`config.mk`:
```
export PLATFORM = sky130hd
export DESIGN_NAME = debug_snapshot_tx
export DESIGN_NICKNAME = d
export VERILOG_FILES = /design/src/rtl/debug_pkg.sv /design/src/rtl/debug_snapshot_tx.sv
export SDC_FILE = /design/constraint.sdc
export NUM_CORES = 1
export LEC_CHECK = 0
export CELL_PAD_IN_SITES_DETAIL_PLACEMENT = 0
export CELL_PAD_IN_SITES_GLOBAL_PLACEMENT = 1
export CORE_MARGIN = 5
export CORE_UTILIZATION = 25
export CTS_CLUSTER_SIZE = 10
export DETAILED_ROUTE_END_ITERATION = 10
export GPL_ROUTABILITY_DRIVEN = 0
export GPL_TIMING_DRIVEN = 0
export PLACE_DENSITY = 0.51
export SYNTH_ARGS = -nofsm -noshare
export SYNTH_HDL_FRONTEND = slang
export SYNTH_SLANG_ARGS = --single-unit
```
`constraint.sdc`:
```
create_clock -name clk -period 1.95 [get_ports clk]
set_input_delay 0.195 -clock clk [delete_from_list [all_inputs] [get_ports clk]]
set_output_delay 0.195 -clock clk [all_outputs]
set_load 0.005 [all_outputs]
```
`src/rtl/debug_pkg.sv`:
```
// ---------------------------------------------------------------------------
// debug_pkg
// Shared definitions for the debug snapshot path: the snapshot transmitter FSM
// state type, frame framing constants, the debug mux select encodings and the
// helper that maps a frame position onto the byte that goes out on the wire.
// ---------------------------------------------------------------------------
package debug_pkg;

  typedef enum logic [1:0] {
    IDLE    = 2'd0,
    CAPTURE = 2'd1,
    SEND    = 2'd2
  } state_t;

  localparam logic [7:0] FRAME_HDR = 8'hA5;
  localparam int         FRAME_LEN = 6;

  // Debug mux select encodings, in capture order.
  localparam logic [1:0] SEL_A   = 2'b00;
  localparam logic [1:0] SEL_B   = 2'b01;
  localparam logic [1:0] SEL_OUT = 2'b10;
  localparam logic [1:0] SEL_OP  = 2'b11;

  // Byte k of a frame built from the four snapshot fields. The checksum is the
  // XOR of the four fields; the header is a fixed marker for resynchronising
  // the receiver. Positions past the end of the frame read as zero.
  function automatic logic [7:0] frame_byte(
    input logic [2:0] k,
    input logic [7:0] f0,
    input logic [7:0] f1,
    input logic [7:0] f2,
    input logic [7:0] f3
  );
    logic [7:0] b;
    b = 8'h00;
    case (k)
      3'd0:    b = FRAME_HDR;
      3'd1:    b = f0;
      3'd2:    b = f1;
      3'd3:    b = f2;
      3'd4:    b = f3;
      3'd5:    b = f0 ^ f1 ^ f2 ^ f3;
      default: b = 8'h00;
    endcase
    return b;
  endfunction

endpackage

```
`src/rtl/debug_snapshot_tx.sv`:
```
// ---------------------------------------------------------------------------
// debug_snapshot_tx
// Host-side driver for the debug mux. On request it walks the mux select over
// all four debug fields (Ain, Bin, ALUout, ALUop), waits SETTLE cycles on each
// before latching the returned byte, then streams a 6-byte frame
// (A5, F0, F1, F2, F3, XOR checksum) over a valid/ready byte interface.
// In continuous mode a new capture begins right after each frame.
//
// Ports:
//   clk      in   system clock, rising edge
//   rst_n    in   asynchronous active-low reset
//   start    in   one-cycle frame request, honoured only when idle
//   cont     in   continuous mode, sampled on the checksum handshake
//   dout     in   [7:0] byte returned by the debug mux for the current dsel
//   dsel     out  [1:0] registered select driven to the debug mux
//   busy     out  high while a frame is being captured or sent
//   tx_data  out  [7:0] current frame byte
//   tx_valid out  tx_data is valid
//   tx_ready in   downstream accepts tx_data this cycle
// ---------------------------------------------------------------------------
module debug_snapshot_tx
  import debug_pkg::*;
#(
  parameter int SETTLE = 1
) (
  input  logic       clk,
  input  logic       rst_n,
  input  logic       start,
  input  logic       cont,
  input  logic [7:0] dout,
  output logic [1:0] dsel,
  output logic       busy,
  output logic [7:0] tx_data,
  output logic       tx_valid,
  input  logic       tx_ready
);

  localparam int                WAIT_W    = $clog2(SETTLE + 1);
  localparam logic [WAIT_W-1:0] WAIT_LAST = WAIT_W'(SETTLE - 1);
  localparam logic [WAIT_W-1:0] WAIT_ONE  = WAIT_W'(1);
  localparam logic [2:0]        LAST_K    = 3'(FRAME_LEN - 1);

  state_t            r_state;
  state_t            w_next;
  logic [1:0]        r_idx;
  logic [2:0]        r_k;
  logic [WAIT_W-1:0] r_wait;
  logic [7:0]        r_snap [4];
  logic [1:0]        r_dsel;

  logic w_sample;
  logic w_handshake;
  logic w_frameDone;

  // A field is latched on the last cycle of its settle window; the frame ends
  // on the handshake of the checksum byte.
  assign w_sample    = (r_state == CAPTURE) && (r_wait == WAIT_LAST);
  assign w_handshake = (r_state == SEND) && tx_ready;
  assign w_frameDone = w_handshake && (r_k == LAST_K);
  assign dsel        = r_dsel;

  // State register.
  always_ff @(posedge clk or negedge rst_n) begin
    if (!rst_n) begin
      r_state <= IDLE;
    end else begin
      r_state <= w_next;
    end
  end

  // Next state and outputs. tx_valid and tx_data depend only on registers, so
  // tx_ready never reaches them combinationally and tx_data cannot move until
  // the handshake advances k.
  always_comb begin
    w_next   = r_state;
    busy     = 1'b0;
    tx_valid = 1'b0;
    tx_data  = 8'h00;
    case (r_state)
      IDLE: begin
        if (start) begin
          w_next = CAPTURE;
        end
      end
      CAPTURE: begin
        busy = 1'b1;
        if (w_sample && (r_idx == 2'd3)) begin
          w_next = SEND;
        end
      end
      SEND: begin
        busy     = 1'b1;
        tx_valid = 1'b1;
        tx_data  = frame_byte(r_k, r_snap[0], r_snap[1], r_snap[2], r_snap[3]);
        if (w_frameDone) begin
          w_next = cont ? CAPTURE : IDLE;
        end
      end
      default: begin
        w_next = IDLE;
      end
    endcase
  end

  // Capture/send datapath: settle counter, field index, byte index, the
  // snapshot registers and the select register. dsel moves to the next field
  // on the same edge that latches the current one, so each select value is
  // presented for exactly SETTLE cycles. It parks on SEL_OP while sending and
  // returns to SEL_A when the frame ends, whether or not a new capture follows.
  always_ff @(posedge clk or negedge rst_n) begin
    if (!rst_n) begin
      r_idx  <= 2'd0;
      r_k    <= 3'd0;
      r_wait <= '0;
      r_dsel <= SEL_A;
      for (int i = 0; i < 4; i++) begin
        r_snap[i] <= 8'h00;
      end
    end else begin
      case (r_state)
        IDLE: begin
          r_dsel <= SEL_A;
          if (start) begin
            r_idx  <= 2'd0;
            r_wait <= '0;
            r_k    <= 3'd0;
          end
        end
        CAPTURE: begin
          if (w_sample) begin
            r_snap[r_idx] <= dout;
            r_wait        <= '0;
            if (r_idx == 2'd3) begin
              r_idx  <= 2'd0;
              r_k    <= 3'd0;
              r_dsel <= SEL_OP;
            end else begin
              r_idx  <= r_idx + 2'd1;
              r_dsel <= r_idx + 2'd1;
            end
          end else begin
            r_wait <= r_wait + WAIT_ONE;
          end
        end
        SEND: begin
          if (w_frameDone) begin
            r_k    <= 3'd0;
            r_idx  <= 2'd0;
            r_wait <= '0;
            r_dsel <= SEL_A;
          end else if (w_handshake) begin
            r_k <= r_k + 3'd1;
          end
        end
        default: begin
          r_idx  <= 2'd0;
          r_k    <= 3'd0;
          r_wait <= '0;
          r_dsel <= SEL_A;
        end
      endcase
    end
  end

endmodule

```
==> tab_implementation.tex <==
\begin{tabular}{lr}
\hline
Metric & Value \\
\hline
\multicolumn{2}{l}{\textbf{Setup path}} \\
\quad Worst Path Required & 1750 ps \\
\quad Maximum single-stage delay on the critical path & 460 ps \\
\quad Logic depth of the worst register-to-register path & 6 \\
\quad List of cells traversed by the critical path & ha\_4, ha\_4, o41ai\_4, buf\_4, buf\_6, nor2\_2, buf\_2 \\
\quad Maximum fanout count along the critical path & 5 \\
\quad Category of the worst setup path launch point & flop \\
\quad Crit Path Class & flop to output port \\
\quad Capturing element type of the critical path & output port \\
\quad Cell with the most instances on the worst path & sky130\_fd\_sc\_hd\_\_ha\_4 \\
\quad Cell type of the slowest stage on the worst timing path & sky130\_fd\_sc\_hd\_\_dfrtp\_2 \\
\quad Arrival time reported for the critical path endpoint & 1940 ps \\
\multicolumn{2}{l}{\textbf{Logic synthesis}} \\
\quad Complex-gate fraction of the synthesized area & 11.82\% \\
\quad Post-synthesis share of cell area spent on and, or, nand and nor gates & 9.342\% \\
\quad Per-instance average area after synthesis & 12.21 um\^{}2 \\
\quad Area share of xor/xnor cells in the synthesized design & 8.008\% \\
\quad Synthesis Warnings & 0 \\
\quad Portion of the post-synthesis area used by sequential elements & 40.04\% \\
\quad Mapped Nets & 242 \\
\quad Unique cell type count in the Yosys netlist & 38 \\
\quad Share of synthesized flip-flops with an asynchronous set or reset & 100.0\% \\
\quad Seq cells post-synth & 42 \\
\quad Syn Inst Count & 215 \\
\quad Adder and majority gate portion of the synthesized area & 6.673\% \\
\quad Count of flip-flops with a built-in enable after synthesis & 0 \\
\quad Post-synth top flop & sky130\_fd\_sc\_hd\_\_dfrtp\_1 \\
\quad Largest family of logic cells by synthesized area & multiplexers \\
\quad Mapped cell area & 2625 um\^{}2 \\
\quad Post-synthesis mux area share & 20.35\% \\
\multicolumn{2}{l}{\textbf{Clocking}} \\
\quad Total CTS buffers & 5 \\
\quad TritonCTS clock tree & yes \\
\quad Clk sinks & 42 \\
\quad Number of H-tree levels & 2 \\
\quad Worst-case clock buffer depth & 2 \\
\quad Worst skew pair latency & 310 ps \\
\quad Worst-path clk slew & 90 ps \\
\quad Root buffer selected by CTS & sky130\_fd\_sc\_hd\_\_clkbuf\_8 \\
\multicolumn{2}{l}{\textbf{STA}} \\
\quad Number of failing hold endpoints at the final stage & 0 \\
\quad Worst slew slack as a fraction of its limit & 74.62\% \\
\quad Slew at the pin closest to its max-slew limit & 380.8 ps \\
\quad Max frequency & 467.6 MHz \\
\quad Worst setup skew after layout & 14.84 ps \\
\quad Post-layout minimum cycle time & 2139 ps \\
\quad Setup repair after global routing missed its margin & true \\
\quad Setup-violating endpoint count in the final report & 8 \\
\quad Crit path setup slack, layout & -188.8 ps \\
\quad Final period utilization & 109.7\% \\
\quad Number of slew-limit violations in the final report & 0 \\
\quad Hold\_ws & 323.5 ps \\
\multicolumn{2}{l}{\textbf{Die}} \\
\quad Horizontal die dimension & 112.5 um \\
\quad Initial Utilization & 25.54\% \\
\quad Number of top-level pins & 25 \\
\quad Area inside the core boundary & 10,280 um\^{}2 \\
\quad Rows & 37 \\
\quad Die outline area & 12,650 um\^{}2 \\
\quad Die Y & 112.5 um \\
\multicolumn{2}{l}{\textbf{Outcome}} \\
\quad Failing checks & setup timing \\
\quad Status & finished, violations left \\
\multicolumn{2}{l}{\textbf{GRT}} \\
\quad Via count of the first global-routing pass & 1,917 \\
\quad Global route total overflow & 0 \\
\quad First-pass GRT wire length & 10,560 um \\
\quad Largest net degree at the start of global routing & 30 \\
\quad Initial antenna violation count & 0 \\
\quad GR Util All Layers & 10.60\% \\
\multicolumn{2}{l}{\textbf{Final layout}} \\
\quad Total Nets Final & 289 \\
\quad Most common cell after layout, fill and taps aside & sky130\_fd\_sc\_hd\_\_dfrtp\_1 \\
\quad Share of post-route cells with drive strength above 1 & 39.54\% \\
\quad Most frequent cells in the layout & sky130\_fd\_sc\_hd\_\_dfrtp\_1, sky130\_fd\_sc\_hd\_\_mux2\_4, sky130\_fd\_sc\_hd\_\_xnor2\_1 \\
\quad Growth of design area from synthesis to finish & 30.41\% \\
\quad Antenna diodes & 0 \\
\quad Fin cells & 399 \\
\multicolumn{2}{l}{\textbf{Routing}} \\
\quad Number of vias after detailed routing & 1,734 \\
\quad Starting DRC count in detailed routing & 32 \\
\quad Routed len/inst & 16.03 um \\
\quad Overall routed net length & 6396 um \\
\quad Remaining antenna violation count after routing & 0 \\
\quad Detailed-route vias per instance & 4.346 \\
\quad Remaining DRCs & 0 \\
\quad Initial DRT Pass Iterations & 4 \\
\multicolumn{2}{l}{\textbf{Placement}} \\
\quad Post-Place Cells & 376 \\
\quad Port Buffer Count & 24 \\
\quad Placed wire-length estimate & 4096 um \\
\multicolumn{2}{l}{\textbf{Power and ir drop}} \\
\quad Leakage & 0.001491 uW \\
\quad Cell area power density & 1611 nW/um\^{}2 \\
\quad Worst IR drop on VDD & 0.6871 mV \\
\multicolumn{2}{l}{\textbf{Worst hold path}} \\
\quad Tightest Hold Check Type & primary input to async pin \\
\multicolumn{2}{l}{\textbf{Flow run}} \\
\quad Maxcap violations & 0 \\
\hline
\end{tabular}
[Yosys cell counts (3+ instances only)]
| master | number | area (um^2) |
|---|---|---|
| sky130_fd_sc_hd__dfrtp_1 | 42 | 1051 |
| sky130_fd_sc_hd__mux2_4 | 32 | 480.5 |
| sky130_fd_sc_hd__xnor2_1 | 16 | 140.1 |
| sky130_fd_sc_hd__ha_1 | 14 | 175.2 |
| sky130_fd_sc_hd__a21oi_1 | 10 | 50.05 |
| sky130_fd_sc_hd__nor2_1 | 10 | 37.54 |
| sky130_fd_sc_hd__inv_1 | 9 | 33.78 |
| sky130_fd_sc_hd__nand2_1 | 8 | 30.03 |
| sky130_fd_sc_hd__o21ai_0 | 8 | 40.04 |
| sky130_fd_sc_hd__xor2_1 | 8 | 70.07 |
| sky130_fd_sc_hd__a22oi_1 | 7 | 52.55 |
| sky130_fd_sc_hd__buf_2 | 5 | 25.02 |
| sky130_fd_sc_hd__a32oi_1 | 4 | 35.03 |
| sky130_fd_sc_hd__nand2_8 | 4 | 80.08 |
| sky130_fd_sc_hd__nand3_1 | 4 | 20.02 |
| sky130_fd_sc_hd__a31oi_1 | 3 | 18.77 |
| sky130_fd_sc_hd__and2_1 | 3 | 18.77 |
| sky130_fd_sc_hd__mux2_1 | 3 | 33.78 |
[per-layer routing]
metal / wire length, um / share of wire (%) / GRT usage, % / up-vias
met3: 188 / 2.9 / 2.480 / 7
li1: - / - / - / 849
met5: 0 / 0 / 0 / -
met2: 2840 / 44 / 16.41 / 27
met1: 3308 / 52 / 14.81 / 851
met4: 59 / 0.92 / 2.885 / 0
[sequential cells by signal, summed over array words and instances (netlist names)]
signal and count:
r_snap 32, r_k 3, r_state 2, r_wait 1
dsel 2, r_idx 2
[cells by family after synthesis]
logic type,count (synthesis)
simple gates,36
mux,37
flops,42
buf+inv,19
xor+xnor,24
compound gates,43
fa+ha+maj,14
[through the flow]
step	util, %	setup TNS, ps	power, uW	worst slack [ps]	area (um^2)
after floorplan	-	0	3809	150.2	2625
after global placement	29.53	-34610	4459	-1015	3035
after detailed placement	29.68	-7946	4480	-1025	3050
after CTS	32.60	-1650	5460	-246.1	3351
after global routing	33.31	-1833	5941	-297.9	3423
final	33.31	-1020	5516	-188.8	3423
[critical path, delay by kind of cell, from the launching register on]
kind                       cells  cell delay, ps
AOI/OAI and AO/OA              1             390
adders and majority gates      2             350
buffers and inverters          3             440
DFF                            1             460
and+or+nand+nor                1              20
[area by class of cell]
type                    instances  area (um^2)
fillers                      1051         6854
well taps                     136        170.2
inverters                       9        41.29
repair buffers                 44        384.1
clock buffers                   6        72.57
plain buffers                   6        67.56
flip-flops and latches         42         1054
clock inverters                 2        37.54
multi-input cells             154         1597
[final timing paths]
path,slack [ps],end,from
worst max-delay path,-190,tx_data[0],r_k[1]
worst min-delay path,320,r_wait,rst_n
worst max register to register,210,r_state[1],r_state[0]
worst min register to register,560,dsel[0],dsel[0]
max in group asynchronous,1140,r_snap[6],rst_n
min in group clk,560,dsel[0],dsel[0]
[repair_timing]
| item | 4_1_cts | 5_1_grt |
|---|---|---|
| setup endpoints to repair | 8 | 8 |
| gates cloned | 0 | 0 |
| pin swaps | 5 | 7 |
| hold endpoints to repair | 13 | 0 |
| gates resized for setup | 63 | 18 |
| setup buffers | 13 | 5 |
| hold buffers | 1 | 0 |
[power breakdown]
part           switching (uW)  internal, uW
logic                    1280          1790
clock network             335           383
registers                 441          1290
total                    2060          3460
(Power assumes the default switching activity.)
